**src/rtl/v_init_mb.sv**
```systemverilog
// v_init_mb: multi-bank memory initializer.
//
// Streams one write per cycle through addresses 0..N-1 to every bank selected
// by the latched bank mask, then pulses o_done_r. Backpressure (i_stall) holds
// the current address/data with write enables dropped; i_abort ends a run early
// with an o_aborted_r pulse.
//
// Ports:
//   clk, arst_n       clock, asynchronous active-low reset
//   i_start           start request, sampled only while idle
//   i_mode            fill mode: 0 zero, 1 pattern, 2 address-index, 3 ~pattern
//   i_pattern         fill constant for modes 1 and 3
//   i_bank_mask       banks to write
//   i_stall           suppress the next write
//   i_abort           terminate the run in progress
//   o_wen_r           per-bank write enable
//   o_waddr_r         shared write address
//   o_wdata_r         shared write data
//   o_busy_r          run in progress
//   o_done_r          one-cycle pulse on normal completion
//   o_aborted_r       one-cycle pulse on abort
//
// Build option: define V_INIT_MB_ADDR_PATTERN_EN to enable address-index data
// for mode 2; without it mode 2 writes zeros and no address-to-data path exists.

module v_init_mb #(
    parameter int unsigned N = 16,
    parameter int unsigned W = 32,
    parameter int unsigned B = 2,
    localparam int unsigned AW = $clog2(N)
) (
    input  logic          clk,
    input  logic          arst_n,
    input  logic          i_start,
    input  logic [1:0]    i_mode,
    input  logic [W-1:0]  i_pattern,
    input  logic [B-1:0]  i_bank_mask,
    input  logic          i_stall,
    input  logic          i_abort,
    output logic [B-1:0]  o_wen_r,
    output logic [AW-1:0] o_waddr_r,
    output logic [W-1:0]  o_wdata_r,
    output logic          o_busy_r,
    output logic          o_done_r,
    output logic          o_aborted_r
);

    // Counter must hold N itself: it counts writes issued, so it also serves
    // as the next address to issue.
    localparam int unsigned CW = $clog2(N + 1);
    localparam logic [CW-1:0] CntAll = CW'(N);

    localparam logic [1:0] ModePat = 2'd1;
    localparam logic [1:0] ModeInv = 2'd3;
`ifdef V_INIT_MB_ADDR_PATTERN_EN
    localparam logic [1:0] ModeAddr = 2'd2;
`endif

    typedef enum logic [2:0] {
        StIdle = 3'b001,
        StBusy = 3'b010,
        StDone = 3'b100
    } state_e;

    state_e        state_q, state_d;
    logic [CW-1:0] cnt_q, cnt_d;
    logic [1:0]    mode_q, mode_d;
    logic [W-1:0]  pattern_q, pattern_d;
    logic [B-1:0]  mask_q, mask_d;

    logic [B-1:0]  wen_d;
    logic [AW-1:0] waddr_d;
    logic [W-1:0]  wdata_d;
    logic          busy_d, done_d, aborted_d;

    // Fill source: live inputs for the first write at start, latched config after.
    logic          in_busy;
    logic [1:0]    fill_mode;
    logic [W-1:0]  fill_pat;
    logic [AW-1:0] issue_addr;
    logic [W-1:0]  fill_word;

    assign in_busy    = (state_q == StBusy);
    assign fill_mode  = in_busy ? mode_q : i_mode;
    assign fill_pat   = in_busy ? pattern_q : i_pattern;
    assign issue_addr = in_busy ? cnt_q[AW-1:0] : '0;

`ifdef V_INIT_MB_ADDR_PATTERN_EN
    logic [W-1:0] addr_word;
    if (W > AW) begin : g_addr_ext
        assign addr_word = {{(W - AW){1'b0}}, issue_addr};
    end else begin : g_addr_trunc
        assign addr_word = issue_addr[W-1:0];
    end
`endif

    always_comb begin
        fill_word = '0;
        case (fill_mode)
            ModePat: fill_word = fill_pat;
            ModeInv: fill_word = ~fill_pat;
`ifdef V_INIT_MB_ADDR_PATTERN_EN
            ModeAddr: fill_word = addr_word;
`endif
            default: fill_word = '0;
        endcase
    end

    always_comb begin
        state_d   = state_q;
        cnt_d     = cnt_q;
        mode_d    = mode_q;
        pattern_d = pattern_q;
        mask_d    = mask_q;
        wen_d     = '0;
        waddr_d   = '0;
        wdata_d   = '0;
        busy_d    = 1'b0;
        done_d    = 1'b0;
        aborted_d = 1'b0;

        unique case (state_q)
            StIdle: begin
                if (i_start) begin
                    mode_d    = i_mode;
                    pattern_d = i_pattern;
                    mask_d    = i_bank_mask;
                    if (i_bank_mask == '0) begin
                        // Nothing to write: complete immediately.
                        cnt_d   = '0;
                        state_d = StDone;
                        done_d  = 1'b1;
                    end else begin
                        // First write goes out with the start itself.
                        cnt_d   = CW'(1);
                        state_d = StBusy;
                        busy_d  = 1'b1;
                        wen_d   = i_bank_mask;
                        waddr_d = '0;
                        wdata_d = fill_word;
                    end
                end
            end
            StBusy: begin
                if (i_abort) begin
                    state_d   = StIdle;
                    aborted_d = 1'b1;
                end else if (cnt_q == CntAll) begin
                    state_d = StDone;
                    done_d  = 1'b1;
                end else if (i_stall) begin
                    busy_d  = 1'b1;
                    waddr_d = o_waddr_r;
                    wdata_d = o_wdata_r;
                end else begin
                    busy_d  = 1'b1;
                    wen_d   = mask_q;
                    waddr_d = issue_addr;
                    wdata_d = fill_word;
                    cnt_d   = cnt_q + CW'(1);
                end
            end
            StDone: begin
                state_d = StIdle;
            end
            default: begin
                state_d = StIdle;
            end
        endcase
    end

    always_ff @(posedge clk or negedge arst_n) begin
        if (!arst_n) begin
            state_q     <= StIdle;
            cnt_q       <= '0;
            mode_q      <= '0;
            pattern_q   <= '0;
            mask_q      <= '0;
            o_wen_r     <= '0;
            o_waddr_r   <= '0;
            o_wdata_r   <= '0;
            o_busy_r    <= 1'b0;
            o_done_r    <= 1'b0;
            o_aborted_r <= 1'b0;
        end else begin
            state_q     <= state_d;
            cnt_q       <= cnt_d;
            mode_q      <= mode_d;
            pattern_q   <= pattern_d;
            mask_q      <= mask_d;
            o_wen_r     <= wen_d;
            o_waddr_r   <= waddr_d;
            o_wdata_r   <= wdata_d;
            o_busy_r    <= busy_d;
            o_done_r    <= done_d;
            o_aborted_r <= aborted_d;
        end
    end

endmodule

```
**config.mk**
```make
export PLATFORM = sky130hd
export DESIGN_NAME = v_init_mb
export DESIGN_NICKNAME = d
export VERILOG_FILES = /design/src/rtl/v_init_mb.sv
export SDC_FILE = /design/constraint.sdc
export NUM_CORES = 1
export LEC_CHECK = 0
export ABC_AREA = 1
export CORE_ASPECT_RATIO = 0.75
export CORE_MARGIN = 1
export CORE_UTILIZATION = 52
export DETAILED_ROUTE_END_ITERATION = 8
export PLACE_DENSITY = 0.8
export SYNTH_ARGS = -nofsm -noshare
export SYNTH_HDL_FRONTEND = slang
export SYNTH_SLANG_ARGS = --single-unit
```
**constraint.sdc**
```tcl
create_clock -name clk -period 2.2 [get_ports clk]
set_clock_uncertainty 0.2 [all_clocks]
set_input_delay 0.44 -clock clk [delete_from_list [all_inputs] [get_ports clk]]
set_output_delay 0.44 -clock clk [all_outputs]
set_load 0.1 [all_outputs]
```
# Yosys cells after proc, flatten, opt, wreduce, memory -nomap -nowiden
# Cells that the tools add are included.
[totals]
reg_bits = 85
latchBits = 0
ramBits = 0
mem_bits_ro = 0
input_bits = 41
elab_cells = 71
n_memories = 0
[op_classes]
addsub = 1
n_mul = 0
div_mod_pow = 0
magnitude_cmp = 0
eq_ne = 11
shift = 0
n_mux = 42
n_bitwise = 1
n_reduce_logical = 5
[ops]
columns = ["operator", "count"]
rows = [
  ["$mux 32", 6],
  ["$pmux 32 s2", 2],
  ["$not 32->32", 1],
  ["$mux 5", 4],
  ["$mux 4", 4],
  ["$mux 2", 6],
  ["$mux 3", 4],
  ["$mux 1", 11],
  ["$pmux 5 s2", 1],
  ["$ne 2x2->1 const B", 4],
  ["$pmux 3 s2", 1],
  ["$add 5x1->5 const B", 1],
  ["$eq 5x5->1 const B", 1],
  ["$reduce_and 5->1", 1],
  ["$ne 4x3->1 const B", 1],
  ["$pmux 1 s2", 2],
  ["$pmux 2 s2", 1],
  ["$reduce_and 2->1", 2],
  ["$eq 3x1->1 const B", 1],
  ["$eq 3x2->1 const B", 1],
  ["$ne 3x2->1 const B", 1],
  ["$eq 2x1->1 const B", 1],
  ["$eq 2x2->1 const B", 1],
  ["$logic_not 2->1", 1],
  ["$reduce_bool 2->1", 1],
]

# Depth between registers and ports, before layout
[logic_depth]
word_depth = 8
mapped_depth = 11
mapped_depth_nobuf = 10

# Worst setup path after synthesis
# OpenSTA, ideal clock, no wires.
[synth_path]
path_kind = "reg2reg"
startpoint = "reg cnt_q[0]"
endpoint = "reg o_wdata_r[10]"
arrival_time_ns = 1.477
required_time_ns = 1.932
path_slack_ns = 0.456
stages_incl_launch_ff = 12
n_path_buf = 2
period_less_slack_ns = 1.744
path_cell_list = "dfrtp_1 inv_1 ha_1 nand2_1 inv_1 nand2_1 nand2_1 nor2_4 buf_4 buf_4 nand2_1 nand2_1"
[synth_via]
elab_chain_cells = 4
elab_cells_between_ends = 5
cone_classes = "2 x eq/ne; 3 x mux"
[synth_lines]
columns = ["element", "line_no", "text"]
rows = [
  ["from (decl)", "66", "logic [CW-1:0] cnt_q, cnt_d;"],
  ["from (signal assigned)", "187", "cnt_q <= cnt_d;"],
  ["$eq 5x5->1 *", "148", "end else if (cnt_q == CntAll) begin"],
  ["$mux 32", "148", ""],
  ["$mux 32", "145", "if (i_abort) begin"],
  ["$pmux 32 s2", "122", "unique case (state_q)"],
  ["to (signal assigned)", "193", "o_wdata_r <= wdata_d;"],
  ["to (decl)", "42", "output logic [W-1:0] o_wdata_r,"],
]
# Mark *: on every way between the ends. The rest lies on a longest branch, timed or not.
# A chain may end at the register's enable or synchronous reset.

# Worst setup path in the final report
[layout_path]
startpoint = "reg cnt_q[0]"
endpoint = "reg o_wdata_r[6]"
# The elaborated chain is that of the path after synthesis.

==> flow_metrics.py <==
metrics = {
    "sta": {
        "fin_ws_ps": 186,
        "hold_violations": 0,
        "whs_ps": 285,
        "max_freq_ghz": 0.496,
        "tightestPinTransition_ps": 520,
        "finalWorstPathRequiredPeriod_ps": 2010,
        "setup_viol": 0,
        "maxSlewHeadroom_pct": 65.3,
        "finalSetupTns_ps": 0,
        "final_max_slew_viol_count": 0,
        "min_period_over_period_pct": 91.6,
        "rsz0062_at_grt": "false",
    },
    "floorplan": {
        "dieWidth_um": 106,
        "die_area_sq_um": 8550,
        "rows": 28,
        "start_util_pct": 53.7,
        "coreArea_sq_um": 7920,
        "die_h_um": 80.3,
        "io_pins": 82,
    },
    "clock_tree": {
        "worstSkewPairLatency_ps": 350,
        "clock-root-buffer": "clkbuf_8",
        "postCtsSetupBuffers": 0,
        "clockBufferDepth": 2,
        "cts_buffers": 9,
        "postCtsHoldBufs": 1,
        "htree_levels": 3,
        "clk_pin_slew_ps": 90,
        "clock_sink_count": 85,
        "cts_resized": 0,
        "cts_tree": "yes",
    },
    "setup_path": {
        "crit_buf_inv": 3,
        "r2r_start": "cnt_q[0]$_DFFE_PN0P_",
        "crit_path_end": "o_wdata_r[6]$_DFFE_PN0P_",
        "crit_type": "reg -> reg",
        "cp-end-kind": "register",
        "cp_num_cells": 10,
        "reg2reg_slack_ps": 190,
        "crit_path_max_fanout": 32,
        "cpLargestDelayFamily": "simple AND/OR/NAND/NOR gates",
        "required_ps": 2290,
        "critPathLaunchType": "register",
        "cp_common_cell": "nand2_1",
        "critPathSlowestCell": "dfrtp_1",
        "worstSetupStartpoint": "cnt_q[0]$_DFFE_PN0P_",
        "r2r-end": "o_wdata_r[6]$_DFFE_PN0P_",
        "path_cells": "inv_1 > ha_1 > nand2_1 > inv_1 > nand2_1 > nand3_1 > a21oi_4 > buf_12 > nand3_1 > nand2_1",
        "cp.arrival_ps": 2100,
        "slowest_delay_ps": 440,
        "worstRegToRegCells": 10,
    },
    "placed_design": {
        "place_ws_ps": 115,
        "gp_congestion": 0.836,
        "dpl-instance-area_sq_um": 5110,
        "dp_cells": 742,
        "dp_hpwl_mm": 6.60,
        "port_buffers": 81,
    },
    "cells_and_area": {
        "final_common_cell": "nand2_1",
        "post-route-util_pct": 67.8,
        "final_cell_mix": "236 x nand2_1, 84 x dfrtp_1, 78 x inv_1",
        "area_growth_pct": 26.3,
        "finalNetCount": 692,
        "drive_gt1_share_pct": 13.0,
        "final_area_sq_um": 5370,
        "stdcell_count": 759,
        "diodes": 0,
    },
    "synth": {
        "synthDistinctLibCells": 25,
        "synthesis.instances": 570,
        "synth_fp_nets": 613,
        "ys_seq_area_share_pct": 50.1,
        "ys_warn_count": 0,
        "avgSynthCellArea_sq_um": 7.46,
        "ys_ff_latch": 85,
        "syn_area_sq_um": 4250,
    },
    "power": {
        "leakagePower_nw": 3.05,
        "ir_worst_vdd_v": 0.000722,
        "p_total_mw": 6.61,
        "p_per_area_nw_per_um2": 1230,
    },
    "drt": {
        "via_count": 3802,
        "wl_met3_um": 610,
        "met2WireLength_mm": 4.79,
        "top_layer": "met4",
        "ant_nets": 0,
        "dr.pass1.iters": 5,
        "drt_iter0_drc": 265,
        "drc": 0,
        "wirelength_met1_mm": 4.28,
        "vias_per_cell": 5.01,
        "wl_mm": 9.76,
        "wl_per_cell_um": 12.9,
    },
    "grt": {
        "grt_start_max_net_pins": 71,
        "grt_pass1_wl_mm": 16.8,
        "grt_overflow": 0,
        "track_usage_pct": 25.0,
        "antenna_found_initial": 0,
        "grt_pass1_vias": 3689,
    },
    "status": {
        "status": "finished, final reports clean",
    },
    "run": {
        "maxCapViolCount": 0,
    },
    "hold_path": {
        "hp-class": "reg -> reg",
    },
}
metal layers:
layer	up-vias	track usage, %
li1	1902	-
met1	1770	32.7
met2	120	42.1
met3	10	5.52
met4	0	6.58
met5	-	0
synthesized netlist by cell type:
master,number,area (sq um)
dfrtp_1,84,2100
nand2_1,237,890
nor3_2,1,10.0
o21ai_0,60,300
ha_1,2,25.0
buf_2,15,75.1
dfstp_2,1,26.3
clkbuf_1,7,26.3
nor2_1,8,30.0
nor2_2,1,6.26
nand3_1,39,195
nand3_2,3,30.0
buf_6,3,33.8
o22ai_1,2,12.5
a21oi_4,1,16.3
xor2_1,2,17.5
nand2_2,1,6.26
o31ai_1,1,7.51
nand3b_1,3,22.5
inv_1,78,293
o21ai_1,13,65.1
buf_4,3,22.5
xnor2_1,1,8.76
inv_2,2,7.51
nor2_4,2,22.5
area by class of cell:
| type | instances | area (sq um) |
|---|---|---|
| fill | 650 | 2550 |
| sequential | 85 | 2130 |
| multi-input combinational | 377 | 1670 |
| timing repair buffer | 96 | 896 |
| inverter | 80 | 300 |
| clock buffer | 10 | 138 |
| tap | 105 | 131 |
| clock inverter | 6 | 110 |
cell families after synthesis:
logic type / share of synthesized area [%]
fa+ha+maj: 0.588
flops: 50.1
compound gates: 9.45
xor+xnor: 0.618
buf+inv: 10.8
simple gates: 28.5
state kept, by name, indices dropped and copies added, names as in the netlist:
| name | flops |
|---|---|
| cnt_q | 5 |
| mask_q | 2 |
| mode_q | 2 |
| o_aborted_r | 1 |
| o_busy_r | 1 |
| o_done_r | 1 |
| o_waddr_r | 4 |
| o_wdata_r | 32 |
| o_wen_r | 2 |
| pattern_q | 32 |
| state_q | 3 |
where the power goes:
| part | internal [mW] | switching [mW] |
|---|---|---|
| logic | 0.772 | 2.15 |
| clock network | 0.783 | 0.565 |
| registers | 2.06 | 0.282 |
worst register-to-register path, delay by kind of cell, from the launching register on:
kind | cells | cell delay (ps)
flops | 1 | 440
compound gates | 1 | 200
simple gates | 5 | 590
buf+inv | 3 | 320
fa+ha+maj | 1 | 200
worst min path at each step:
stage          slack, ps                         to  depth (start not counted)                 startpoint
6_report             290  o_wdata_r[29]$_DFFE_PN0P_                          2  o_wdata_r[29]$_DFFE_PN0P_
3_3_place_gp         250   o_wdata_r[9]$_DFFE_PN0P_                          1                     arst_n
3_5_place_dp         250   o_wdata_r[7]$_DFFE_PN0P_                          1                     arst_n
5_1_grt              310  pattern_q[14]$_DFFE_PN0P_                          2  pattern_q[14]$_DFFE_PN0P_
2_1_floorplan        -60       cnt_q[0]$_DFFE_PN0P_                          0                     arst_n
4_1_cts              290  pattern_q[14]$_DFFE_PN0P_                          2  pattern_q[14]$_DFFE_PN0P_
Power figures use the tool's default switching activity.
